## config.mk

```make
export PLATFORM = sky130hd
export DESIGN_NAME = store_unit
export DESIGN_NICKNAME = d
export VERILOG_FILES = /design/src/rtl/cpu_pkg.sv /design/src/rtl/store_unit_lane_align.sv /design/src/rtl/store_unit.sv
export SDC_FILE = /design/constraint.sdc
export NUM_CORES = 1
export LEC_CHECK = 0
export CAP_MARGIN = 20
export CORE_UTILIZATION = 46
export DETAILED_ROUTE_END_ITERATION = 10
export PLACE_DENSITY = 0.9
export SYNTH_ARGS = -nofsm -noshare
export SYNTH_HDL_FRONTEND = slang
export SYNTH_HIERARCHICAL = 1
export SYNTH_SLANG_ARGS = --single-unit
export TNS_END_PERCENT = 30
```

## constraint.sdc

```tcl
create_clock -name clk -period 2.9 [get_ports clk]
set_input_delay 0.725 -clock clk [delete_from_list [all_inputs] [get_ports clk]]
set_output_delay 0.725 -clock clk [all_outputs]
set_load 0.05 [all_outputs]
```

## src/rtl/cpu_pkg.sv

```systemverilog
// Shared CPU definitions for the store path: store opcodes, store FSM
// states and byte-enable constants.
package cpu_pkg;

   // Store operation codes as presented by the execute stage.
   typedef enum logic [2:0] {
      SB  = 3'd0,
      SH  = 3'd1,
      SW  = 3'd2,
      SWL = 3'd3,
      SWR = 3'd4
   } store_op_t;

   // Store unit control states.
   typedef enum logic [1:0] {
      IDLE  = 2'd0,
      WRITE = 2'd1,
      RESP  = 2'd2
   } store_state_t;

   localparam logic [3:0] BE_NONE = 4'b0000;
   localparam logic [3:0] BE_ALL  = 4'b1111;

endpackage

```

## src/rtl/store_unit_lane_align.sv

```systemverilog
// Combinational lane aligner for stores. Maps a store op, the byte offset
// within the word and the register value onto little-endian bus lanes.
// It is the inverse of the load merge table: SWL writes the upper
// register bytes into the low lanes up to the addressed byte, and SWR
// writes the low register bytes from the addressed byte upward.
module store_lane_align
   import cpu_pkg::*;
(
   input  logic [2:0]  op,
   input  logic [1:0]  offset,
   input  logic [31:0] rt_data,
   output logic [3:0]  byteenable,
   output logic [31:0] writedata,
   output logic        misaligned,
   output logic        illegal
);

   // Lane selection per opcode; rejected requests enable no lanes.
   always_comb begin
      byteenable = BE_NONE;
      writedata  = 32'd0;
      misaligned = 1'b0;
      illegal    = 1'b0;
      case (store_op_t'(op))
         SB: begin
            byteenable = 4'b0001 << offset;
            writedata  = {24'd0, rt_data[7:0]} << {offset, 3'b000};
         end
         SH: begin
            if (offset[0]) begin
               misaligned = 1'b1;
            end else if (offset[1]) begin
               byteenable = 4'b1100;
               writedata  = {rt_data[15:0], 16'd0};
            end else begin
               byteenable = 4'b0011;
               writedata  = {16'd0, rt_data[15:0]};
            end
         end
         SW: begin
            if (offset != 2'd0) begin
               misaligned = 1'b1;
            end else begin
               byteenable = BE_ALL;
               writedata  = rt_data;
            end
         end
         SWL: begin
            byteenable = BE_ALL >> (2'd3 - offset);
            writedata  = rt_data >> {(2'd3 - offset), 3'b000};
         end
         SWR: begin
            byteenable = BE_ALL << offset;
            writedata  = rt_data << {offset, 3'b000};
         end
         default: begin
            illegal = 1'b1;
         end
      endcase
   end

endmodule

```

## src/rtl/store_unit.sv

```systemverilog
// Store unit: accepts one store request, drives a single write on the
// little-endian data bus, holds it while the bus stalls and reports a
// one-cycle done or fault pulse. All outputs come straight from flops.
module store_unit
   import cpu_pkg::*;
#(
   parameter int unsigned WAIT_LIMIT = 32'd0
)
(
   input  logic        clk,
   input  logic        reset,
   input  logic        start,
   input  logic [2:0]  op,
   input  logic [31:0] addr,
   input  logic [31:0] rt_data,
   output logic        busy,
   output logic        done,
   output logic        fault,
   output logic [31:0] mem_address,
   output logic        mem_write,
   output logic [3:0]  mem_byteenable,
   output logic [31:0] mem_writedata,
   input  logic        mem_waitrequest
);

   // The counter counts stalled cycles already spent, so the abort fires
   // on the stalled cycle that would bring it up to WAIT_LIMIT.
   localparam logic        TIMEOUT_EN = (WAIT_LIMIT != 32'd0);
   localparam logic [31:0] LIMIT_M1   = (WAIT_LIMIT == 32'd0) ? 32'd0 : (WAIT_LIMIT - 32'd1);

   store_state_t state_r, state_s;
   logic         busy_r, busy_s;
   logic         done_r, done_s;
   logic         fault_r, fault_s;
   logic         write_r, write_s;
   logic [31:0]  address_r, address_s;
   logic [3:0]   be_r, be_s;
   logic [31:0]  wdata_r, wdata_s;
   logic [31:0]  count_r, count_s;

   logic [3:0]   align_be_s;
   logic [31:0]  align_wdata_s;
   logic         align_mis_s;
   logic         align_ill_s;
   logic         timeout_hit_s;

   store_lane_align u_align (
      .op         (op),
      .offset     (addr[1:0]),
      .rt_data    (rt_data),
      .byteenable (align_be_s),
      .writedata  (align_wdata_s),
      .misaligned (align_mis_s),
      .illegal    (align_ill_s)
   );

   // Stall budget exhausted on this cycle while the bus is still stalling.
   always_comb begin
      if (TIMEOUT_EN && mem_waitrequest && (count_r == LIMIT_M1)) begin
         timeout_hit_s = 1'b1;
      end else begin
         timeout_hit_s = 1'b0;
      end
   end

   // Next-state and next-output logic; pulses default low, bus holds.
   always_comb begin
      state_s   = state_r;
      busy_s    = busy_r;
      done_s    = 1'b0;
      fault_s   = 1'b0;
      write_s   = write_r;
      address_s = address_r;
      be_s      = be_r;
      wdata_s   = wdata_r;
      count_s   = count_r;
      case (state_r)
         IDLE: begin
            count_s = 32'd0;
            if (start) begin
               busy_s = 1'b1;
               if (align_mis_s || align_ill_s) begin
                  state_s   = RESP;
                  fault_s   = 1'b1;
                  write_s   = 1'b0;
                  address_s = 32'd0;
                  be_s      = BE_NONE;
                  wdata_s   = 32'd0;
               end else begin
                  state_s   = WRITE;
                  write_s   = 1'b1;
                  address_s = {addr[31:2], 2'b00};
                  be_s      = align_be_s;
                  wdata_s   = align_wdata_s;
               end
            end else begin
               busy_s    = 1'b0;
               write_s   = 1'b0;
               address_s = 32'd0;
               be_s      = BE_NONE;
               wdata_s   = 32'd0;
            end
         end
         WRITE: begin
            if (!mem_waitrequest || timeout_hit_s) begin
               state_s   = RESP;
               done_s    = !mem_waitrequest;
               fault_s   = mem_waitrequest;
               write_s   = 1'b0;
               address_s = 32'd0;
               be_s      = BE_NONE;
               wdata_s   = 32'd0;
               count_s   = 32'd0;
            end else begin
               count_s = count_r + 32'd1;
            end
         end
         RESP: begin
            state_s   = IDLE;
            busy_s    = 1'b0;
            write_s   = 1'b0;
            address_s = 32'd0;
            be_s      = BE_NONE;
            wdata_s   = 32'd0;
            count_s   = 32'd0;
         end
         default: begin
            state_s   = IDLE;
            busy_s    = 1'b0;
            write_s   = 1'b0;
            address_s = 32'd0;
            be_s      = BE_NONE;
            wdata_s   = 32'd0;
            count_s   = 32'd0;
         end
      endcase
   end

   // State and registered outputs; reset clears the bus immediately.
   always_ff @(posedge clk or posedge reset) begin
      if (reset) begin
         state_r   <= IDLE;
         busy_r    <= 1'b0;
         done_r    <= 1'b0;
         fault_r   <= 1'b0;
         write_r   <= 1'b0;
         address_r <= 32'd0;
         be_r      <= BE_NONE;
         wdata_r   <= 32'd0;
         count_r   <= 32'd0;
      end else begin
         state_r   <= state_s;
         busy_r    <= busy_s;
         done_r    <= done_s;
         fault_r   <= fault_s;
         write_r   <= write_s;
         address_r <= address_s;
         be_r      <= be_s;
         wdata_r   <= wdata_s;
         count_r   <= count_s;
      end
   end

   assign busy           = busy_r;
   assign done           = done_r;
   assign fault          = fault_r;
   assign mem_write      = write_r;
   assign mem_address    = address_r;
   assign mem_byteenable = be_r;
   assign mem_writedata  = wdata_r;

endmodule

```

==> metrics.txt, run 1 <==
via count 4085; drt pass-1 iters 5; n_diodes 0; power per cell area 512 nW/um^2; unrepaired setup endpoints after global routing false; crit-path max FO 8; Synth cell types 52; Crit path required time 3.14 ns; CP endpoint kind register; area fraction of the dominant cell type after synthesis 0.441; chip width 96.2 um; WL/cell 20.7 um; Placed Area 5660 um^2; vias in the first global route 3978; Final Max Tran Viols 0; most common cell after layout, fill and taps aside clkdlybuf4s50_1; Sink Count 72; post-CTS sizing 0; FP Rows 34; most frequent cells in the layout 139 x clkdlybuf4s50_1, 72 x dfrtp_1, 70 x a32o_1; worst-margin pin slew 0.611 ns; post-route insts no fill 636; Slew HR 0.593; Antenna Nets Post-Route 0; ys flop type dfrtp_1; post-DP HPWL 9.24 mm; first-pass GRT wire length 20.3 mm; post-route design area 5910 um^2; hold path endpoint mem_writedata[2]$_DFFE_PP0P_; Final nets 594; period utilisation layout 0.870; CTS root buffer clkbuf_8; Hold Startpoint mem_writedata[2]$_DFFE_PP0P_; R2R cell count 3; Hold Crit Class reg -> reg; die area 9260 um^2; Max Buffers Root-to-Sink 2; #FFs+latches synth 72; Netlist Area Pre-Place 4080 um^2; final setup vio count 0; max-cap viol count 0; R2R Setup Slk 1.38 ns; GP Congestion 0.956; Post-synth ARST share 1.00; Final TNS setup 0 ns; Synth area leaders dfrtp_1 44%, a32o_1 17%, mux2i_1 4.4%; number of synthesized flops with an enable pin 0; post-DR vias/cell 6.42; CTS buffer count 9; largest area contributor in the netlist dfrtp_1; io pins 143; worst r2r src state_r[1]$_DFFE_PP0P_; kind of critical path in -> reg; sequential area share after synthesis 0.441; Synth Warn # 6; Area growth syn-to-layout 44.8%; Tmin final 2.52 ns; placed cells 620; hold depth 1; Fin. Hold Viols 0; largest net degree at the start of global routing 57; RR Endpoint mem_writedata[10]$_DFFE_PP0P_; clock skew 0.0120 ns; H-tree levels 3; port bufs 140; Clk pin slew, worst setup/hold paths 0.09 ns; CTS tree built; DR iter-0 viols 368; Hold Buf Count CTS 0; Pwr Total 0.00303 W; utilization after layout 0.681; Core Area 8680 um^2; drt total wl 13.1 mm; initial antenna violation count 0; fraction of layout instances using a drive strength above 1 0.117; initial core utilization 0.471; Post-Synthesis Cells 390; peak supply drop 0.479 mV; status finished clean; Setup crit start kind primary input; DIE HEIGHT 96.2 um; Avg Inst Size Synth 10.5 um^2; fmax 397 MHz; Post-CTS Setup Bufs 0; GRT Total Usage 0.289; worst skew pair latency 0.35 ns; Leakage 2.43 nW; total global routing overflow 0; DRC violations left 0; CP Data Arrival Time 2.76 ns
-- cell usage after synthesis, drive strengths merged, types with 4 or more instances --
cell type,n
nand2,28
o211ai,6
and2,4
nand3,5
o21ai,19
a2bb2oi,4
a32o,70
nor2,23
dfrtp,72
a22o,4
mux2,4
a21oi,12
buf,26
clkbuf,23
a221o,10
mux2i,18
a222oi,4
a22oi,10
-- where the power goes --
group / switching (W) / total, W / leakage, nW / internal (W)
combinational: 0.000566 / 0.000918 / 1.31 / 0.000352
sequential: 0.0000450 / 0.00111 / 0.987 / 0.00107
clock: 0.000412 / 0.000996 / 0.126 / 0.000583
-- kinds of logic (layout without fill, tap and decap cells) --
logic type      after synthesis  after routing  synth area share
compound gates              151            151             0.313
xor+xnor                      2              2           0.00429
fa+ha+maj                     1              1           0.00245
buf+inv                      52            189            0.0668
flops                        72             72             0.441
mux                          23             23            0.0607
other cells                   1              2          0.000918
simple gates                 88             88             0.111
-- per-layer routing --
metal | up-vias | GRT usage | wire length, um
met4 | 0 | 0.103 | 265
li1 | 1810 | - | -
met1 | 2006 | 0.372 | 5300
met3 | 30 | 0.0948 | 1370
met2 | 239 | 0.454 | 6190
met5 | - | 0 | 0
-- worst max path at each step --
stage / cells past startpoint / endpoint / startpoint
2_1_floorplan: 1 / busy$_DFFE_PP0P_ / reset
3_3_place_gp: 6 / mem_writedata[9]$_DFFE_PP0P_ / op[2]
3_5_place_dp: 6 / mem_writedata[11]$_DFFE_PP0P_ / op[1]
4_1_cts: 6 / mem_writedata[11]$_DFFE_PP0P_ / op[1]
5_1_grt: 7 / mem_writedata[16]$_DFFE_PP0P_ / op[1]
6_report: 6 / mem_writedata[11]$_DFFE_PP0P_ / op[1]
-- sequential cells by signal (all words and copies together), names as in the netlist --
register and cells:
busy 1, state_r 2, fault 1, done 1
mem_byteenable 4, mem_address 30, mem_write 1, mem_writedata 32
-- metrics by stage --
stage / hold WS [ns] / setup WS [ns]
2_1_floorplan: 0.473 / 0.350
3_3_place_gp: 0.470 / 0.129
3_5_place_dp: 0.480 / 0.0489
4_1_cts: 0.498 / 0.418
5_1_grt: 0.510 / 0.285
6_report: 0.494 / 0.378
-- worst max-delay path, cell delays in order --
cell and delay, ns:
clkdlybuf4s50_1 0.56, and4b_4 0.27, and2_4 0.16, or3_1 0.48
a221o_1 0.35, a32o_1 0.22
-- layout make-up --
cell class                      instances  area (um^2)
Multi-Input combinational cell        267         2030
Sequential cell                        72         1800
Timing Repair Buffer                  170         1680
Clock inverter                          7          128
Fill cell                             656         2770
Inverter                                3         11.3
Clock buffer                            9          124
Tap cell                              108          135
Note: power is estimated with default switching activity, not from simulation.
==> run 2: changes to the inputs <==
==> constraint.sdc (replaced) <==
create_clock -name clk -period 2.9 [get_ports clk]
set_input_delay 0.58 -clock clk [delete_from_list [all_inputs] [get_ports clk]]
set_output_delay 0.58 -clock clk [all_outputs]
set_load 0.05 [all_outputs]
==> run 2 against run 1 <==
Final cell count is 1.1% lower. Clock power down 21%. Setup slack better by 0.079 ns. First-iteration DRC count decreased by 6.0%. Maximum frequency up 3.3%.
==> metrics.txt, run 2 (same netlist as run 1, synthesis figures left out) <==
status finished clean; CP endpoint kind register; Final TNS setup 0 ns; GP Congestion 0.990; fmax 409 MHz; largest net degree at the start of global routing 73; port bufs 140; chip width 96.2 um; Hold Buf Count CTS 0; DIE HEIGHT 96.2 um; Sink Count 72; io pins 143; Setup crit start kind primary input; Core Area 8680 um^2; CP Cell Sequence clkdlybuf4s50_1, and4b_4, and2_4, or3_1, a221o_1, a32o_1; WL/cell 21.0 um; max reg flops 32; worst-margin pin slew 0.675 ns; Max Buffers Root-to-Sink 2; period utilisation layout 0.842; peak supply drop 0.343 mV; clock skew 0.0159 ns; worst skew pair latency 0.36 ns; final setup vio count 0; DR iter-0 viols 346; kind of critical path in -> reg; most frequent cells in the layout 139 x clkdlybuf4s50_1, 72 x dfrtp_1, 70 x a32o_1; CTS buffer count 9; initial antenna violation count 0; drt pass-1 iters 8; total global routing overflow 0; max-cap viol count 0; CTS tree built; Antenna Nets Post-Route 0; via count 4087; post-DR vias/cell 6.50; Fin. Hold Viols 0; vias in the first global route 4028; fraction of layout instances using a drive strength above 1 0.106; CTS root buffer clkbuf_8; most common cell after layout, fill and taps aside clkdlybuf4s50_1; filler instances 703; Post-CTS Setup Bufs 0; H-tree levels 3; power per cell area 486 nW/um^2; DRC violations left 0; CP max stage delay 0.58 ns; n_diodes 0; drt total wl 13.2 mm; die area 9260 um^2; GRT Total Usage 0.292; Final nets 587; crit-path max FO 9; unrepaired setup endpoints after global routing false; Slew HR 0.548; Crit path required time 3.15 ns; Crit-path slowest cell clkdlybuf4s50_1; FP Rows 34; utilization after layout 0.665; Area growth syn-to-layout 41.3%; Tmin final 2.44 ns; CP Data Arrival Time 2.69 ns; post-DP HPWL 9.14 mm; initial core utilization 0.471; Hold Crit Class reg -> reg; post-CTS sizing 0; Clk pin slew, worst setup/hold paths 0.09 ns; Final Max Tran Viols 0; Leakage 2.34 nW; first-pass GRT wire length 20.5 mm
run 2: metrics by stage:
stage	power [W]	area [um^2]	hold slack (ns)	instances	setup slack (ns)
after floorplan	0.00169	4090	0.473	391	0.495
after global placement	0.00201	5580	0.472	613	0.211
after detailed placement	0.00203	5580	0.479	613	0.124
after CTS	0.00282	5770	0.500	629	0.504
after global routing	0.00292	5770	0.511	629	0.415
final	0.00281	5770	0.496	629	0.457
run 2: area by class of cell:
class                   instances  area [um^2]  share of cell area
multi-input cells             267         2030               0.352
flip-flops and latches         72         1800               0.312
repair buffers                163         1610               0.278
well taps                     108          135              0.0234
clock buffers                   9          124              0.0215
clock inverters                 7         62.6              0.0108
inverters                       3         11.3             0.00195
run 2: path summary, 6_finish.rpt:
path / slack (ns) / start / to / cells after the start
min in group asynchronous: 0.60 / reset / mem_address[18]$_DFFE_PP0P_ / 3
min: 0.50 / mem_byteenable[3]$_DFFE_PP0P_ / mem_byteenable[3]$_DFFE_PP0P_ / 1
max: 0.46 / op[1] / mem_writedata[8]$_DFFE_PP0P_ / 6
max in group asynchronous: 1.99 / reset / mem_writedata[30]$_DFFE_PP0P_ / 3
max reg2reg: 1.23 / state_r[1]$_DFFE_PP0P_ / mem_writedata[8]$_DFFE_PP0P_ / 3
min reg2reg: 0.50 / mem_byteenable[3]$_DFFE_PP0P_ / mem_byteenable[3]$_DFFE_PP0P_ / 1
run 2: where the power goes:
part | switching (W) | internal (W)
clock network | 0.000455 | 0.000328
registers | 0.0000458 | 0.00107
logic | 0.000563 | 0.000345
total | 0.00106 | 0.00174
run 2: worst max-delay path, delay by kind of cell:
kind,cells,cell delay (ns)
AOI/OAI and AO/OA,2,0.58
buffers and inverters,1,0.58
and+or+nand+nor,3,0.96
run 2: metal layers:
layer	track usage	part of all wire	vias up	wire (um)
li1	-	-	1805	-
met1	0.367	0.39	1966	5140
met2	0.451	0.47	282	6200
met3	0.103	0.11	34	1490
met4	0.132	0.027	0	357
met5	0	0	-	0
==> run 3: changes to the inputs <==
- clock period: 2.9 -> 2.55 ns (I/O delays scaled with it)
==> run 3 against run 2 <==
Total power rose by 22%. Largest cell class unchanged. Global-route usage fell by 0.44 points. Critical path type unchanged. First-iteration DRC count rose by 5.8%. Highest routed layer unchanged.
==> metrics.txt, run 3 (same netlist as run 1, synthesis figures left out) <==
status finished clean; post-DP HPWL 9.18 mm; most frequent cells in the layout 139 x clkdlybuf4s50_1, 72 x dfrtp_1, 70 x a32o_1; kind of critical path in -> reg; Setup crit start kind primary input; CTS tree built; Clk pin slew, worst setup/hold paths 0.08 ns; Sink Count 72; n_diodes 0; Slew HR 0.618; hold depth 1; drt pass-1 iters 8; post-route design area 5970 um^2; Antenna Nets Post-Route 0; Fin. Hold Viols 0; final setup margin 0.284 ns; fmax 441 MHz; drt total wl 13.1 mm; worst skew pair latency 0.34 ns; post-CTS sizing 0; Leakage 2.46 nW; utilization after layout 0.688; Crit path required time 2.83 ns; clock skew 0.0116 ns; largest net degree at the start of global routing 73; DIE HEIGHT 96.2 um; Hold Buf Count CTS 0; total global routing overflow 0; post-DR vias/cell 6.32; chip width 96.2 um; GRT Total Usage 0.288; FP Rows 34; R2R cell count 3; GP Congestion 0.976; pre-CTS WS -0.0179 ns; placed cells 629; Placed Area 5730 um^2; fraction of layout instances using a drive strength above 1 0.130; Post-CTS Setup Bufs 0; initial core utilization 0.471; max reg flops 32; max-cap viol count 0; CTS root buffer clkbuf_8; die area 9260 um^2; first-pass GRT wire length 20.0 mm; Final nets 603; CP Data Arrival Time 2.55 ns; Core Area 8680 um^2; WL/cell 20.2 um; power per cell area 573 nW/um^2; DR iter-0 viols 366; CTS buffer count 9; Hold Crit Class reg -> reg; vias in the first global route 3924; peak supply drop 0.584 mV; crit-path max FO 11; initial antenna violation count 0; Final Max Tran Viols 0; period utilisation layout 0.889; H-tree levels 3; io pins 143; DRC violations left 0; final setup vio count 0; worst-margin pin slew 0.573 ns; CP endpoint kind register; final hold slack 0.491 ns; via count 4079; Tmin final 2.27 ns; most common cell after layout, fill and taps aside clkdlybuf4s50_1; Area growth syn-to-layout 46.2%; post-route insts no fill 645; unrepaired setup endpoints after global routing false; Max Buffers Root-to-Sink 2; port bufs 140
## run 3: cell types whose count changed in the layout (fill, tap and decap cells not counted), moves of 2 or more
cell        change
buf_4          +14
bufinv_16       +3
buf_12          +2
clkinvlp_4      -2
inv_8           -2
## run 3: final timing paths
path | start | endpoint | slack, ns
worst max-delay path | op[1] | mem_writedata[22]$_DFFE_PP0P_ | 0.28
max in group asynchronous | reset | mem_address[6]$_DFFE_PP0P_ | 1.68
worst min-delay path | mem_byteenable[3]$_DFFE_PP0P_ | mem_byteenable[3]$_DFFE_PP0P_ | 0.49
min in group asynchronous | reset | mem_address[17]$_DFFE_PP0P_ | 0.55
worst max register to register | state_r[1]$_DFFE_PP0P_ | mem_writedata[13]$_DFFE_PP0P_ | 1.07
worst min register to register | mem_byteenable[3]$_DFFE_PP0P_ | mem_byteenable[3]$_DFFE_PP0P_ | 0.49
## run 3: through the flow
step | power [W] | TNS, ns
after floorplan | 0.00192 | 0
after global placement | 0.00231 | 0
after detailed placement | 0.00233 | -0.0192
after CTS | 0.00344 | 0
after global routing | 0.00356 | 0
final | 0.00342 | 0
## run 3: metal layers
metal / global-route usage / share of wire / vias to the layer above
met5: 0 / 0 / -
met1: 0.361 / 0.40 / 1984
li1: - / - / 1839
met2: 0.460 / 0.47 / 227
met3: 0.0908 / 0.10 / 29
met4: 0.114 / 0.027 / 0
## run 3: where the power goes
group	leakage, nW	internal [W]	total [W]	switching, W
Sequential	0.987	0.00122	0.00127	0.0000510
Clock	0.117	0.000656	0.00110	0.000443
Combinational	1.36	0.000409	0.00105	0.000644
## run 3: final cells by class
cell class              count  area, um^2
fillers                   653        2710
multi-input cells         267        2030
flip-flops and latches     72        1800
repair buffers            179        1750
well taps                 108         135
clock buffers              10         128
clock inverters             6         115
inverters                   3        11.3
## run 3: worst max-delay path: stages
cell and delay [ns]:
clkdlybuf4s50_1 0.58, and4b_4 0.27, buf_4 0.14, and2_1 0.50
buf_4 0.21, nand2_1 0.06, nand4_1 0.12, a32o_1 0.16
